## config.mk

```make
export PLATFORM = sky130hd
export DESIGN_NAME = calc_op_sequencer_flat
export DESIGN_NICKNAME = d
export VERILOG_FILES = /design/src/rtl/calc_op_sequencer_pkg.sv /design/src/rtl/calc_op_sequencer_if.sv /design/src/rtl/calc_op_sequencer_bin2bcd.sv /design/src/rtl/calc_op_sequencer.sv /design/src/flat_wrapper.sv
export SDC_FILE = /design/constraint.sdc
export NUM_CORES = 1
export LEC_CHECK = 0
export CAP_MARGIN = 20
export CORE_ASPECT_RATIO = 1.1
export CORE_MARGIN = 5
export CORE_UTILIZATION = 40
export CTS_BUF_LIST = sky130_fd_sc_hd__clkbuf_4 sky130_fd_sc_hd__clkbuf_8 sky130_fd_sc_hd__clkbuf_16
export DETAILED_ROUTE_END_ITERATION = 16
export PLACE_DENSITY = 0.6
export SYNTH_ARGS = -nofsm -noshare
export SYNTH_HDL_FRONTEND = slang
export SYNTH_SLANG_ARGS = --single-unit
```

## constraint.sdc

```tcl
create_clock -name clk_in -period 9.7 [get_ports clk_in]
set_input_delay 0.97 -clock clk_in [delete_from_list [all_inputs] [get_ports clk_in]]
set_output_delay 0.97 -clock clk_in [all_outputs]
set_load 0.1 [all_outputs]
```

## src/rtl/calc_op_sequencer_pkg.sv

```systemverilog
// calc_pkg: shared constants, FSM/op enums and helpers for the calculator sequencer.
// Optional divide path is selected by the CALC_DIV_EN macro (see calc_op_sequencer).
package calc_pkg;

  // op_req bit indices
  localparam int unsigned OP_ADD  = 0;
  localparam int unsigned OP_SUB  = 1;
  localparam int unsigned OP_MUL  = 2;
  localparam int unsigned OP_DIV  = 3;
  localparam int unsigned OP_SHOW = 4;

  // Result width feeding the double-dabble converter (max 99*99 = 9801).
  localparam int unsigned RES_W = 14;

  // Upper bound on divide iterations; quotient never exceeds DIV_MAX_ITER - 1.
  localparam int unsigned DIV_MAX_ITER = 100;

  localparam logic [3:0] DIGIT_MINUS = 4'd10;
  localparam logic [3:0] DIGIT_ERR   = 4'd11;

  typedef enum logic [1:0] {
    StIdle,
    StExec,
    StConv,
    StWrite
  } state_e;

  typedef enum logic [1:0] {
    OpAdd,
    OpSub,
    OpMul,
    OpDiv
  } op_e;

  // Decimal digit increment with 9 -> 0 wrap.
  function automatic logic [3:0] bcd_inc(input logic [3:0] d);
    return (d >= 4'd9) ? 4'd0 : d + 4'd1;
  endfunction

endpackage

```

## src/rtl/calc_op_sequencer_if.sv

```systemverilog
// calc_op_sequencer_if: button requests in, status and display digits out.
//   inc_req[3:0]  increment pulses for operand digits 1..4
//   op_req[4:0]   {show, div, mul, sub, add} request pulses
//   busy/done/err status, digit1..digit4 display codes (10 = minus, 11 = error)
// master = request source (buttons / bench), slave = sequencer.
interface calc_op_sequencer_if;
  logic [3:0] inc_req;
  logic [4:0] op_req;
  logic       busy;
  logic       done;
  logic       err;
  logic [3:0] digit1;
  logic [3:0] digit2;
  logic [3:0] digit3;
  logic [3:0] digit4;

  modport master (
    output inc_req, op_req,
    input  busy, done, err, digit1, digit2, digit3, digit4
  );

  modport slave (
    input  inc_req, op_req,
    output busy, done, err, digit1, digit2, digit3, digit4
  );
endinterface

```

## src/rtl/calc_op_sequencer_bin2bcd.sv

```systemverilog
// bin2bcd_seq: sequential 14-bit binary to 4-digit BCD converter (double-dabble).
//   clk_in, reset  clock and synchronous active-low reset
//   start          load bin and begin a conversion (one RES_W-step pass)
//   bin            binary value, sampled when start is high
//   done           high during the cycle in which the final step is applied
//   bcd[15:0]      result digits, most significant nibble first; valid after done
module bin2bcd_seq
  import calc_pkg::*;
(
  input  logic             clk_in,
  input  logic             reset,
  input  logic             start,
  input  logic [RES_W-1:0] bin,
  output logic             done,
  output logic [15:0]      bcd
);
  logic [RES_W-1:0] sh_q;
  logic [15:0]      bcd_q;
  logic [3:0]       cnt_q;
  logic [15:0]      adj;

  // Add-3 correction on every nibble that would overflow past 9 when doubled.
  always_comb begin
    adj = bcd_q;
    for (int i = 0; i < 4; i++) begin
      if (bcd_q[4*i +: 4] >= 4'd5) adj[4*i +: 4] = bcd_q[4*i +: 4] + 4'd3;
    end
  end

  always_ff @(posedge clk_in) begin
    if (!reset) begin
      sh_q  <= '0;
      bcd_q <= '0;
      cnt_q <= '0;
    end else if (start) begin
      sh_q  <= bin;
      bcd_q <= '0;
      cnt_q <= 4'(RES_W);
    end else if (cnt_q != 4'd0) begin
      bcd_q <= {adj[14:0], sh_q[RES_W-1]};
      sh_q  <= {sh_q[RES_W-2:0], 1'b0};
      cnt_q <= cnt_q - 4'd1;
    end
  end

  assign done = (cnt_q == 4'd1);
  assign bcd  = bcd_q;
endmodule

```

## src/rtl/calc_op_sequencer.sv

```systemverilog
// calc_op_sequencer: four-digit calculator sequencer. Holds the two 2-digit BCD operands,
// accepts increment/op pulses in idle, runs add/sub/mul/div through a shared execute stage
// and the bin2bcd_seq converter, and registers the four display digits.
//   clk_in  system clock
//   reset   synchronous active-low reset
//   bus     calc_op_sequencer_if.slave (requests in, busy/done/err/digits out)
// Build option: CALC_DIV_EN compiles in the divide path and err; otherwise op_req[3] is
// ignored and err is tied low.
module calc_op_sequencer
  import calc_pkg::*;
(
  input logic                clk_in,
  input logic                reset,
  calc_op_sequencer_if.slave bus
);
  state_e           state_q;
  op_e              op_q;
  op_e              req_op;
  logic             req_valid, req_show;
  logic [3:0]       opd_q   [4];
  logic [3:0]       opd_inc [4];
  logic [3:0]       dig_q   [4];
  logic [6:0]       a_q, b_q, opnd_a, opnd_b;
  logic             busy_q, done_q;
  logic [RES_W-1:0] exec_res;
  logic             exec_ready, div_zero, a_lt_b;
  logic             bcd_start, bcd_done;
  logic [15:0]      bcd;
`ifdef CALC_DIV_EN
  logic [6:0]       rem_q, quo_q;
  logic             err_q;
`else
  logic             unused_div_req;
  assign unused_div_req = bus.op_req[OP_DIV];
`endif

  always_comb begin
    for (int i = 0; i < 4; i++) opd_inc[i] = bus.inc_req[i] ? bcd_inc(opd_q[i]) : opd_q[i];
  end

  assign opnd_a = 7'(opd_q[0]) * 7'd10 + 7'(opd_q[1]);
  assign opnd_b = 7'(opd_q[2]) * 7'd10 + 7'(opd_q[3]);

  // Priority: show > div > mul > sub > add.
  always_comb begin
    req_valid = 1'b1;
    req_show  = 1'b0;
    req_op    = OpAdd;
    if (bus.op_req[OP_SHOW]) req_show = 1'b1;
`ifdef CALC_DIV_EN
    else if (bus.op_req[OP_DIV]) req_op = OpDiv;
`endif
    else if (bus.op_req[OP_MUL]) req_op = OpMul;
    else if (bus.op_req[OP_SUB]) req_op = OpSub;
    else if (!bus.op_req[OP_ADD]) req_valid = 1'b0;
  end

  always_comb begin
    a_lt_b     = (a_q < b_q);
    exec_ready = 1'b1;
    div_zero   = 1'b0;
    unique case (op_q)
      OpAdd:   exec_res = RES_W'(a_q) + RES_W'(b_q);
      OpSub:   exec_res = a_lt_b ? RES_W'(b_q - a_q) : RES_W'(a_q - b_q);
      OpMul:   exec_res = RES_W'(a_q) * RES_W'(b_q);
      default: exec_res = '0;
    endcase
`ifdef CALC_DIV_EN
    if (op_q == OpDiv) begin
      exec_res   = RES_W'(quo_q);
      div_zero   = (b_q == 7'd0);
      exec_ready = div_zero || (rem_q < b_q) || (32'(quo_q) >= DIV_MAX_ITER - 1);
    end
`endif
  end

  assign bcd_start = (state_q == StExec) && exec_ready && !div_zero;

  bin2bcd_seq u_bin2bcd (
    .clk_in (clk_in),
    .reset  (reset),
    .start  (bcd_start),
    .bin    (exec_res),
    .done   (bcd_done),
    .bcd    (bcd)
  );

  always_ff @(posedge clk_in) begin
    if (!reset) begin
      state_q <= StIdle;
      op_q    <= OpAdd;
      a_q     <= '0;
      b_q     <= '0;
      busy_q  <= 1'b0;
      done_q  <= 1'b0;
      for (int i = 0; i < 4; i++) begin
        opd_q[i] <= '0;
        dig_q[i] <= '0;
      end
`ifdef CALC_DIV_EN
      rem_q <= '0;
      quo_q <= '0;
      err_q <= 1'b0;
`endif
    end else begin
      done_q <= 1'b0;
      unique case (state_q)
        StIdle: begin
          if (req_show) begin
            for (int i = 0; i < 4; i++) dig_q[i] <= opd_q[i];
            done_q <= 1'b1;
`ifdef CALC_DIV_EN
            err_q <= 1'b0;
`endif
          end else if (req_valid) begin
            // Working copies isolate the operation from later operand edits.
            op_q    <= req_op;
            a_q     <= opnd_a;
            b_q     <= opnd_b;
            busy_q  <= 1'b1;
            state_q <= StExec;
`ifdef CALC_DIV_EN
            rem_q <= opnd_a;
            quo_q <= '0;
            err_q <= 1'b0;
`endif
          end else if (|bus.inc_req) begin
            for (int i = 0; i < 4; i++) begin
              opd_q[i] <= opd_inc[i];
              dig_q[i] <= opd_inc[i];
            end
            done_q <= 1'b1;
          end
        end
        StExec: begin
`ifdef CALC_DIV_EN
          if (!exec_ready) begin
            rem_q <= rem_q - b_q;
            quo_q <= quo_q + 7'd1;
          end else
`endif
          if (div_zero) state_q <= StWrite;
          else          state_q <= StConv;
        end
        StConv: begin
          if (bcd_done) state_q <= StWrite;
        end
        StWrite: begin
          state_q <= StIdle;
          busy_q  <= 1'b0;
          done_q  <= 1'b1;
          unique case (op_q)
            OpAdd, OpSub: begin
              dig_q[0] <= (op_q == OpSub && a_lt_b) ? DIGIT_MINUS : 4'd0;
              dig_q[1] <= bcd[11:8];
              dig_q[2] <= bcd[7:4];
              dig_q[3] <= bcd[3:0];
            end
            OpMul: begin
              dig_q[0] <= bcd[15:12];
              dig_q[1] <= bcd[11:8];
              dig_q[2] <= bcd[7:4];
              dig_q[3] <= bcd[3:0];
            end
            default: begin
`ifdef CALC_DIV_EN
              if (b_q == 7'd0) begin
                for (int i = 0; i < 4; i++) dig_q[i] <= DIGIT_ERR;
                err_q <= 1'b1;
              end else begin
                dig_q[0] <= 4'd0;
                dig_q[1] <= 4'd0;
                dig_q[2] <= bcd[7:4];
                dig_q[3] <= bcd[3:0];
              end
`endif
            end
          endcase
        end
        default: state_q <= StIdle;
      endcase
    end
  end

  assign bus.busy   = busy_q;
  assign bus.done   = done_q;
  assign bus.digit1 = dig_q[0];
  assign bus.digit2 = dig_q[1];
  assign bus.digit3 = dig_q[2];
  assign bus.digit4 = dig_q[3];
`ifdef CALC_DIV_EN
  assign bus.err    = err_q;
`else
  assign bus.err    = 1'b0;
`endif
endmodule

```

## src/flat_wrapper.sv

```systemverilog
// flat-port wrapper written by rule: the top's interface ports become plain ports
module calc_op_sequencer_flat import calc_pkg::*;
  (clk_in, reset, bus_inc_req, bus_op_req, bus_busy, bus_done, bus_err, bus_digit1, bus_digit2, bus_digit3, bus_digit4);
  calc_op_sequencer_if bus_i ();
  input logic clk_in;
  input logic reset;
  input wire logic [$bits(bus_i.inc_req)-1:0] bus_inc_req;
  input wire logic [$bits(bus_i.op_req)-1:0] bus_op_req;
  output wire logic [$bits(bus_i.busy)-1:0] bus_busy;
  output wire logic [$bits(bus_i.done)-1:0] bus_done;
  output wire logic [$bits(bus_i.err)-1:0] bus_err;
  output wire logic [$bits(bus_i.digit1)-1:0] bus_digit1;
  output wire logic [$bits(bus_i.digit2)-1:0] bus_digit2;
  output wire logic [$bits(bus_i.digit3)-1:0] bus_digit3;
  output wire logic [$bits(bus_i.digit4)-1:0] bus_digit4;
  assign bus_i.inc_req = bus_inc_req;
  assign bus_i.op_req = bus_op_req;
  assign bus_busy = bus_i.busy;
  assign bus_done = bus_i.done;
  assign bus_err = bus_i.err;
  assign bus_digit1 = bus_i.digit1;
  assign bus_digit2 = bus_i.digit2;
  assign bus_digit3 = bus_i.digit3;
  assign bus_digit4 = bus_i.digit4;
  calc_op_sequencer u_core (.clk_in(clk_in), .reset(reset), .bus(bus_i));
endmodule
```

==> metrics <==
status complete, no violations; DR vias between 6000 and 7000; initial antenna violation count 0; DRT iter0 DRCs 342; CP top delay family adder cells; Die Area 0.0213 mm²; Max-slew headroom about a third; crit-path max FO 8; Top FF cell, synth dfxtp_1; CTS tree built; Post-Syn Nets about 1000; Final Max Slew Viols 0; synth-to-layout area growth 10.5%; CTS resizes 0; hold_buf cts 0; combinational share of power between 50% and 60%; setup TNS 0 ns; Synth async-reset ratio 0%; sequential share of the synthesized area around 28%; switching pwr between 0.9 and 1 mW; WP buf/inv 5; wire per inst ~16 µm; clock transition time at the flip-flop clock pins of the worst setup and hold paths approximately 0.060 ns; Placed Cells incl. Taps 1128; grt ovf 0; Mean Syn Cell Area about 8.3 µm²; 1st-pass router iterations 5; DP HPWL approximately 14000 µm; Die Wd roughly 140 µm; total track usage roughly 18%; Synth Area in Adders a little under a quarter; clock network power share 18.8%; hold endpoint u_core.u_bin2bcd.sh_q[0]; Pleak around 3.4 nW; area share of xor/xnor cells in the synthesized design between 3 and 4%; EDFF count, synth 32; CTS root buffer clkbuf_16; RSZ-0062 raised after global routing no; commonest non-fill, non-tap cell in the layout nand2_1; slowest CP cell fa_1; Worst Reg-to-Reg Cells 17; MaxCap Viol Count 0; DRT antenna net count 0; VDD IR max 0.000128 V; power density over cell area 236 mW/mm²; Final Instance Count excl. Fillers around 1100; vias in the first global route 6142; Mapped Cells just under 900; Clock Tree Buf Depth 2; post-synthesis mux area share between 1.5 and 2%; most numerous cell on the critical path inv_1; Worst Hold Launch u_core.u_bin2bcd.sh_q[0]; switch share a little under half; kind of end point of the critical path register; Core Rows 52; largest net degree at the start of global routing 29; FF-to-FF End u_core.u_bin2bcd.sh_q[12]; Flop pwr share approximately 28%; Worst Hold Path Cells 2; required time worst endpoint about 10 ns; Pwr Total 1.93 mW; Simple-Gate Fraction of Synth Area 17.2%; FF-to-FF setup slack 4.94 ns; r2r startpoint u_core.b_q[1]; Initial Util roughly two fifths; wirelength, routed 18700 µm; Ys Warns 0; Final setup viols 0; Worst Tran Pin Value ~0.99 ns; GPL Wtd Cong around 0.84; worst skew pair latency approximately 0.35 ns; CP peak stage delay between 0.5 and 0.6 ns; number of hold violations in the final report 0; Pint roughly 1.0 mW; H-tree level count 3; Post-CTS Setup Bufs 0; final cycle utilization of the critical path about 49%; clk sink count between 80 and 90; layout cell share with drive strength beyond 1 between 3 and 4%; Min Hold Slack about 0.48 ns; area of the mapped netlist around 0.0074 mm²; largest family of logic cells by synthesized area adder cells; Final Skew 0.00869 ns; Final #Nets approximately 1000; Compound-Gate Fraction of Synth Area around 21%; CP cell instances inv_1, nor2_1, fa_1, inv_1, fa_1, inv_1, fa_1, inv_1, fa_1, inv_1, ha_1, o21a_1, o31a_1, o311a_1, o31a_1, o32a_1, a21oi_1; I/O pins 30; drc violations 0; ant diodes 0; synth unique cells a little under 70; Final Critical Period 4.76 ns; commonest cells after routing, fill and taps aside 104 x nand2_1, 101 x nor2_1, 89 x ha_1, 88 x a21oi_1, 79 x inv_1; Die H 153 µm; TritonCTS buffer count 9; core area about 0.018 mm²; Fmax achieved around 210 MHz; Worst Path Arrival 5.03 ns; Setup CP Type reg2reg; CP startpoint kind register; first-pass GRT wire length slightly above 30000 µm; IO Port Bufs 27; HP Class reg2reg; Via density 5.43; Yosys reg bits 86
## registers in the layout, summed over array words and instances (netlist names), 2 cells and up
signal / cells
u_core.a_q: 7
u_core.b_q: 7
u_core.dig_q: 16
u_core.op_q: 2
u_core.opd_q: 16
u_core.state_q: 2
u_core.u_bin2bcd.bcd: 16
u_core.u_bin2bcd.cnt_q: 4
u_core.u_bin2bcd.sh_q: 14
## cell usage after synthesis (all sizes together) (5+ instances only)
master / instances / area share [%]
buf: 6 / 0.51
o22ai: 7 / 0.59
clkbuf: 27 / 1.4
o21ai: 55 / 3.7
nand4: 5 / 0.42
and3: 5 / 0.42
nor2b: 8 / 0.68
nand2b: 9 / 0.76
nand3: 14 / 0.95
ha: 89 / 15
a21o: 8 / 0.81
fa: 31 / 8.4
xor2: 9 / 1.1
xnor2: 18 / 2.1
dfxtp: 54 / 15
a211oi: 14 / 1.4
o221ai: 7 / 0.83
o21a: 6 / 0.61
a21oi: 88 / 6.0
inv: 79 / 4.0
nor4: 5 / 0.42
o211ai: 5 / 0.51
a22oi: 6 / 0.61
a221oi: 6 / 0.71
nor2: 105 / 5.6
a31oi: 5 / 0.42
nand2: 104 / 5.3
edfxtp: 32 / 13
mux2i: 12 / 1.6
## kinds of logic after synthesis
| logic type | after synthesis |
|---|---|
| multiplexers | 13 |
| AO/OA/AOI/OAI | 244 |
| flip-flops | 86 |
| AND/OR/NAND/NOR | 283 |
| adder cells (fa/ha/maj) | 120 |
| buffers and inverters | 113 |
| XOR/XNOR | 27 |
| other | 1 |
## tightest hold or removal path, stage by stage (launching register included)
cell	delay [ns]
dfxtp_1	0.31
nand3_1	0.06
a21oi_1	0.06
## per-stage QoR
step                area (µm²)  setup slack (ns)  util [%]
floorplan                 7390              5.36         -
global placement          7870              4.96      43.0
detailed placement        7870              4.96      43.0
CTS                       8170              4.92      44.7
global route              8170              4.67      44.7
finish                    8170              4.94      44.7
## per-layer routing
layer	wire, µm	vias to the layer above	track usage (%)
met3	581	21	2.73
met5	0	-	0
met2	9190	100	31.0
met1	8660	2972	22.8
li1	-	3121	-
met4	318	0	4.01
## final cells by class
class | count | area [µm²]
clock buffer | 11 | 246
clock inverter | 5 | 58.8
fill | 1858 | 10100
inverter | 80 | 300
multi-input combinational | 688 | 4920
sequential | 86 | 2040
tap | 243 | 304
timing repair buffer | 31 | 300
## power by group through the flow
| stage | Sequential [mW] | Combinational (mW) | Clock, mW |
|---|---|---|---|
| 5_1_grt | 0.561 | 1.13 | 0.387 |
| 6_report | 0.547 | 1.02 | 0.364 |
| 4_1_cts | 0.546 | 1.03 | 0.374 |
| 3_5_place_dp | 0.553 | 1.02 | 0 |
| 3_3_place_gp | 0.553 | 1.02 | 0 |
| 2_1_floorplan | 0.682 | 0.643 | 0 |
## worst max path at each step
| stage | startpoint | end | slack (ns) | depth (start not counted) |
|---|---|---|---|---|
| after floorplan | u_core.b_q[1] | u_core.u_bin2bcd.sh_q[12] | 5.36 | 17 |
| after global placement | u_core.b_q[1] | u_core.u_bin2bcd.sh_q[13] | 4.96 | 17 |
| after global routing | u_core.b_q[1] | u_core.u_bin2bcd.sh_q[9] | 4.67 | 17 |
| final | u_core.b_q[1] | u_core.u_bin2bcd.sh_q[12] | 4.94 | 17 |
| after CTS | u_core.b_q[1] | u_core.u_bin2bcd.sh_q[12] | 4.92 | 17 |
| after detailed placement | u_core.b_q[1] | u_core.u_bin2bcd.sh_q[12] | 4.96 | 17 |
Note: power is estimated with default switching activity, not from simulation.
